$ cat src/rtl/kernel_param_buf_pkg.sv
`default_nettype none
// ============================================================================
// kernel_param_buf_pkg : shared encodings for the kernel parameter buffer
// Revision: 1.0
// ============================================================================
package kernel_param_buf_pkg;

    localparam logic [1:0] CMD_IDLE  = 2'd0;
    localparam logic [1:0] CMD_LOAD  = 2'd1;
    localparam logic [1:0] CMD_RUN   = 2'd2;
    localparam logic [1:0] CMD_CLEAR = 2'd3;

    localparam logic [1:0] S_IDLE = 2'd0;
    localparam logic [1:0] S_LOAD = 2'd1;
    localparam logic [1:0] S_RUN  = 2'd2;
    localparam logic [1:0] S_DONE = 2'd3;

    localparam int BIAS_MSB = 79;
    localparam int BIAS_LSB = 72;
    localparam int W_MSB    = 71;

endpackage
`default_nettype wire

$ cat src/rtl/kernel_param_buf_ram.sv
`default_nettype none
// ============================================================================
// kernel_param_ram : DEPTH x DW register array, sync write / async read
// Revision: 1.0
// ============================================================================
module kernel_param_ram #(
    parameter int DEPTH = 32,
    parameter int AW    = 5,
    parameter int DW    = 80
) (
    input  logic          clk,
    input  logic          we,
    input  logic [AW-1:0] waddr,
    input  logic [DW-1:0] wdata,
    input  logic [AW-1:0] raddr,
    output logic [DW-1:0] rdata
);

    logic [DW-1:0] mem [DEPTH];

    always_ff @(posedge clk) begin
        if (we) begin
            mem[waddr] <= wdata;
        end
    end

    assign rdata = mem[raddr];

endmodule
`default_nettype wire

$ cat src/rtl/kernel_param_buf.sv
`default_nettype none
// ============================================================================
// kernel_param_buf : captures bias+weight words per output channel and
//                    streams them to the convolution engine on RUN
// Revision: 1.0
// ============================================================================
module kernel_param_buf
    import kernel_param_buf_pkg::*;
#(
    parameter int DEPTH = 32,
    parameter int AW    = 5,
    parameter int WW    = 8
) (
    input  logic              clk,
    input  logic              rst,
    input  logic [1:0]        i_state,
    input  logic [1:0]        i_layer,
    input  logic [5:0]        i_ic,
    input  logic [5:0]        i_oc,
    input  logic              i_valid,
    input  logic [10*WW-1:0]  i_params,
    input  logic              i_params_valid,
    output logic [WW-1:0]     m_bias,
    output logic [9*WW-1:0]   m_weights,
    output logic [AW-1:0]     m_idx,
    output logic [1:0]        m_layer,
    output logic [5:0]        m_ic,
    output logic              m_valid,
    output logic              m_last,
    input  logic              m_ready,
    output logic [AW:0]       o_count,
    output logic              o_busy,
    output logic              o_done,
    output logic              o_overflow
);

    localparam logic [AW:0] FULL    = (AW+1)'(DEPTH);
    localparam logic [AW:0] CNT_ONE = (AW+1)'(1);

    logic [1:0]         state;
    logic [1:0]         next_state;
    logic [AW-1:0]      wr_ptr;
    logic [AW:0]        rd_ptr;
    logic [5:0]         oc_lat;
    logic [10*WW-1:0]   rd_data;

    logic cmd_load;
    logic cmd_run;
    logic cmd_clear;
    logic cmd_any;
    logic wr_en;
    logic wr_drop;
    logic oc_hit;
    logic load_beat;
    logic last_hs;

    kernel_param_ram #(
        .DEPTH (DEPTH),
        .AW    (AW),
        .DW    (10*WW)
    ) u_ram (
        .clk   (clk),
        .we    (wr_en),
        .waddr (wr_ptr),
        .wdata (i_params),
        .raddr (rd_ptr[AW-1:0]),
        .rdata (rd_data)
    );

    // State register; busy/done are registered copies of the next state.
    always_ff @(posedge clk) begin
        if (rst) begin
            state  <= S_IDLE;
            o_busy <= 1'b0;
            o_done <= 1'b0;
        end else begin
            state  <= next_state;
            o_busy <= (next_state == S_RUN);
            o_done <= (next_state == S_DONE);
        end
    end

    always_comb begin
        next_state = state;
        case (state)
            S_LOAD:  if (oc_hit) next_state = S_IDLE;
            S_RUN:   if (last_hs) next_state = S_DONE;
            S_DONE:  next_state = S_IDLE;
            default: next_state = state;
        endcase
        if (cmd_load) begin
            next_state = S_LOAD;
        end else if (cmd_run) begin
            next_state = (o_count != '0) ? S_RUN : S_DONE;
        end
        if (cmd_clear) begin
            next_state = S_IDLE;
        end
    end

    // Command decode and datapath strobes. An accepted command in the same
    // cycle as a data word takes priority and swallows the word silently.
    always_comb begin
        cmd_load  = 1'b0;
        cmd_run   = 1'b0;
        cmd_clear = 1'b0;
        if (i_valid) begin
            case (i_state)
                CMD_IDLE:  cmd_clear = 1'b0;
                CMD_LOAD:  cmd_load  = (state == S_IDLE) || (state == S_LOAD);
                CMD_RUN:   cmd_run   = (state == S_IDLE) || (state == S_LOAD);
                CMD_CLEAR: cmd_clear = 1'b1;
                default:   cmd_clear = 1'b0;
            endcase
        end
        cmd_any   = cmd_load || cmd_run || cmd_clear;
        wr_en     = i_params_valid && !cmd_any && (state == S_LOAD) && (o_count != FULL);
        wr_drop   = i_params_valid && !cmd_any && !wr_en;
        oc_hit    = wr_en && (oc_lat != 6'd0) && ((7'(o_count) + 7'd1) == 7'(oc_lat));
        load_beat = (state == S_RUN) && (!m_valid || (m_ready && !m_last));
        last_hs   = (state == S_RUN) && m_valid && m_ready && m_last;
    end

    always_ff @(posedge clk) begin
        if (rst) begin
            wr_ptr     <= '0;
            rd_ptr     <= '0;
            o_count    <= '0;
            oc_lat     <= '0;
            m_layer    <= '0;
            m_ic       <= '0;
            m_bias     <= '0;
            m_weights  <= '0;
            m_idx      <= '0;
            m_valid    <= 1'b0;
            m_last     <= 1'b0;
            o_overflow <= 1'b0;
        end else if (cmd_clear) begin
            wr_ptr     <= '0;
            rd_ptr     <= '0;
            o_count    <= '0;
            m_valid    <= 1'b0;
            m_last     <= 1'b0;
            o_overflow <= 1'b0;
        end else begin
            if (cmd_load) begin
                m_layer <= i_layer;
                m_ic    <= i_ic;
                oc_lat  <= i_oc;
                wr_ptr  <= '0;
                o_count <= '0;
            end
            if (cmd_run) begin
                rd_ptr <= '0;
            end
            if (wr_en) begin
                wr_ptr  <= wr_ptr + 1'b1;
                o_count <= o_count + CNT_ONE;
            end
            if (wr_drop) begin
                o_overflow <= 1'b1;
            end
            // Prefetch the next entry as soon as the current beat is taken.
            if (load_beat) begin
                m_valid   <= 1'b1;
                m_bias    <= rd_data[BIAS_MSB:BIAS_LSB];
                m_weights <= rd_data[W_MSB:0];
                m_idx     <= rd_ptr[AW-1:0];
                m_last    <= (rd_ptr == (o_count - CNT_ONE));
                rd_ptr    <= rd_ptr + CNT_ONE;
            end else if (last_hs) begin
                m_valid <= 1'b0;
                m_last  <= 1'b0;
            end
        end
    end

endmodule
`default_nettype wire

$ cat config.mk
export PLATFORM = sky130hd
export DESIGN_NAME = kernel_param_buf
export DESIGN_NICKNAME = d
export VERILOG_FILES = /design/src/rtl/kernel_param_buf_pkg.sv /design/src/rtl/kernel_param_buf_ram.sv /design/src/rtl/kernel_param_buf.sv
export SDC_FILE = /design/constraint.sdc
export NUM_CORES = 2
export LEC_CHECK = 0
export ABC_AREA = 1
export BUFFER_PORTS_ARGS = -buffer_cell sky130_fd_sc_hd__buf_2
export CAP_MARGIN = 20
export CORE_AREA = 2 2 557 559
export CTS_CLUSTER_SIZE = 30
export DETAILED_ROUTE_END_ITERATION = 16
export DIE_AREA = 0 0 559 561
export PLACE_DENSITY = 0.47
export SKIP_LAST_GASP = 1
export SLEW_MARGIN = 0
export SYNTH_ARGS = -nofsm -noshare
export SYNTH_HDL_FRONTEND = slang
export SYNTH_HIERARCHICAL = 1
export SYNTH_SLANG_ARGS = --single-unit
export TNS_END_PERCENT = 30
$ cat constraint.sdc
create_clock -name clk -period 10.7 [get_ports clk]
set_clock_uncertainty 0.2 [all_clocks]
set_input_delay 2.14 -clock clk [delete_from_list [all_inputs] [get_ports clk]]
set_output_delay 2.14 -clock clk [all_outputs]
set_load 0.1 [all_outputs]
==> out/qor.yml <==
outcome:
  status: "completed"
floorplanning:
  die_x_um: 559
  start_util_pct: 34.8
  std_cell_rows: 204
  io_pins: 205
  die_h_um: 561
  die_area_um2: 314000
  coreArea_um2: 308000
routing:
  wirelength_mm: 338
  wl_per_cell_um: 25.1
  num_vias: 69800
  antenna_left: 0
  first_pass_iters: 5
  drc_errors: 0
  drt-initial-drc-count: 6291
  avgViaCountPerCell: 5.20
pwr:
  p_leak_nw: 42.2
  p_per_area_nw_per_um2: 183
  vdd_drop_max_mv: 0.120
synth:
  synth_top_area_cell: "edfxtp_1"
  ys_ff_latch: 2683
  synth_cell_types: 36
  syn-mean-instance-area_um2: 11.9
  ys.flop_type: "edfxtp_1"
  synth_fp_nets: 9133
  synth_cells: 9027
  ys_seq_area_share_pct: 74.1
  synth_top_area_share_pct: 71.8
  yosys_warnings: 6
  synth-edff-count: 2560
  synth_commonest_cells: "3115 x nand2_1, 2560 x edfxtp_1, 2333 x nand3_1, 347 x buf_2, 164 x clkbuf_1"
  synth_area_leaders: "edfxtp_1 72%, nand2_1 11%, nand3_1 11%, dfxtp_1 2.3%, buf_2 1.6%"
  ys_async_sr_fraction_pct: 0
  yosysMostFrequentCell: "nand2_1"
  synthesis.area_um2: 107000
critical_path:
  path_class: "input port to flop"
  cp.arrival_ps: 6140
  critPathLaunchType: "input port"
  r2r_start: "state[1]"
  cp.required_ps: 11020
  r2r-end: "u_ram/mem[10][59]"
  cp_max_fo: 34
  crit_path_end_kind: "flop"
  worstRegToRegCells: 9
  r2r_setup_slack_ps: 5860
global_routing:
  antenna_found_initial: 25
  grt_pass1_wl_mm: 488
  track_usage_pct: 20.9
  grt_pass1_vias: 67600
  grt_max_degree: 196
  overflow: 0
clock_network:
  clk_latency_ps: 900
  cts_resized: 0
  tritoncts: "built"
  h-tree-depth: 5
  cts_buffers: 300
  cts_root_buffer: "clkbuf_16"
  clock_path_buffers: 4
  clk_pin_slew_ps: 60
  cts_hold_buf: 0
  postCtsSetupBuffers: 0
  cts.sinks: 2683
layout:
  drive_above_1_share_pct: 8.68
  nets: 9180
  syn_to_final_growth_pct: 13.4
  fin_area_um2: 121000
hold_path:
  hold_path_end: "m_weights[48]"
  hold_depth: 2
  holdCritPathClass: "flop to flop"
  min_from: "m_weights[48]"
sta:
  finalMaxSlewViolations: 0
  finalSetupViolCount: 0
  fin_tns_setup_ps: 0
  finalCritPeriodShare_pct: 54.4
  rsz0062_at_grt: "false"
  fin_crit_ps: 5820
  fmax_mhz: 172
  tightest_slew_ps: 1180
  hold_viol_final: 0
  slew-limit-headroom_pct: 21.2
job:
  max-cap-violations: 0
placed_design:
  place_area_um2: 112000
  finalWeightedCongestion: 0.777
  hpwl_mm: 176
  place.port_buffers: 204
[power by group]
group	switching [mW]	internal (mW)
Sequential	0.0124	11.5
Combinational	0.643	0.149
Clock	4.28	5.61
[per-stage QoR]
stage | worst slack [ps] | hold slack (ps) | cells | utilization, % | total power [mW]
2_1_floorplan | 3550 | 257 | 9027 | - | 12.2
3_3_place_gp | 3900 | 251 | 12900 | 36.4 | 12.5
3_5_place_dp | 3920 | 252 | 12900 | 36.4 | 12.6
4_1_cts | 4850 | 261 | 13400 | 39.4 | 22.4
5_1_grt | 4630 | 281 | 13400 | 39.5 | 22.9
6_report | 4880 | 258 | 13400 | 39.5 | 22.2
[how the worst max path moves through the flow]
| stage | start | endpoint | cells past startpoint |
|---|---|---|---|
| after detailed placement | i_state[0] | u_ram/mem[30][24] | 11 |
| after global routing | i_state[0] | u_ram/mem[18][62] | 11 |
| after CTS | i_state[0] | u_ram/mem[30][26] | 11 |
| after floorplan | i_state[0] | u_ram/mem[31][0] | 10 |
| final | i_state[0] | u_ram/mem[10][59] | 11 |
| after global placement | i_state[0] | u_ram/mem[10][77] | 11 |
[routing by layer]
layer / routed length, µm / part of all wire (%) / global-route usage [%] / vias to the layer above
li1: - / - / - / 32000
met1: 148000 / 44 / 28.4 / 35400
met2: 165000 / 49 / 35.6 / 1958
met3: 16800 / 5.0 / 2.74 / 403
met4: 7880 / 2.3 / 4.99 / 8
met5: 50 / 0.015 / 0 / -
[final cells by class]
class                           count  area, µm²
Multi-Input combinational cell   5708      25100
Timing Repair Buffer              341       2250
Sequential cell                  2683      79400
Fill cell                       29200     186000
Clock inverter                    139       1290
Clock buffer                      402       8060
Tap cell                         4120       5150
Inverter                           40        190
Antenna cell                        6       15.0
[cell usage in the layout (no fill, tap or decap), types with 8 or more instances in the layout]
master / instances
clkinv_1: 52
buf_2: 203
buf_4: 122
edfxtp_1: 2560
bufinv_16: 11
o21ai_0: 18
buf_12: 16
nor2_4: 33
xnor2_1: 8
clkinv_2: 45
nand2_1: 3115
nand3_1: 2333
nand3_2: 11
inv_1: 32
clkbuf_16: 303
clkbuf_8: 11
nor2_1: 46
clkinv_16: 9
inv_6: 9
a21oi_1: 109
dfxtp_1: 118
clkbuf_1: 88
[critical path, cell delays in order]
cell     delay, ps
buf_2          120
nand2_1         60
inv_1           40
nand2_1        390
nand2_1        120
nor2_1         260
nand2_2        130
inv_2          290
nand3_1        660
nor2_4        1120
buf_4          700
[kinds of logic (layout without fill, tap and decap cells)]
kind of cell	count (synthesis)	count (layout)	synth area share (%)
flops	2683	2683	74.1
simple gates	5553	5553	22.3
compound gates	137	137	0.669
other cells	0	6	0
fa+ha+maj	5	5	0.0584
buf+inv	636	922	2.72
xor+xnor	13	13	0.119
[sequential cells by signal, summed over array words and instances, names as in the netlist, 2 cells and up]
name / cells
m_bias: 8
m_ic: 6
m_idx: 5
m_layer: 2
m_weights: 72
o_count: 6
oc_lat: 6
rd_ptr: 6
state: 2
u_ram/mem: 2560
wr_ptr: 5
Power figures use the tool's default switching activity.
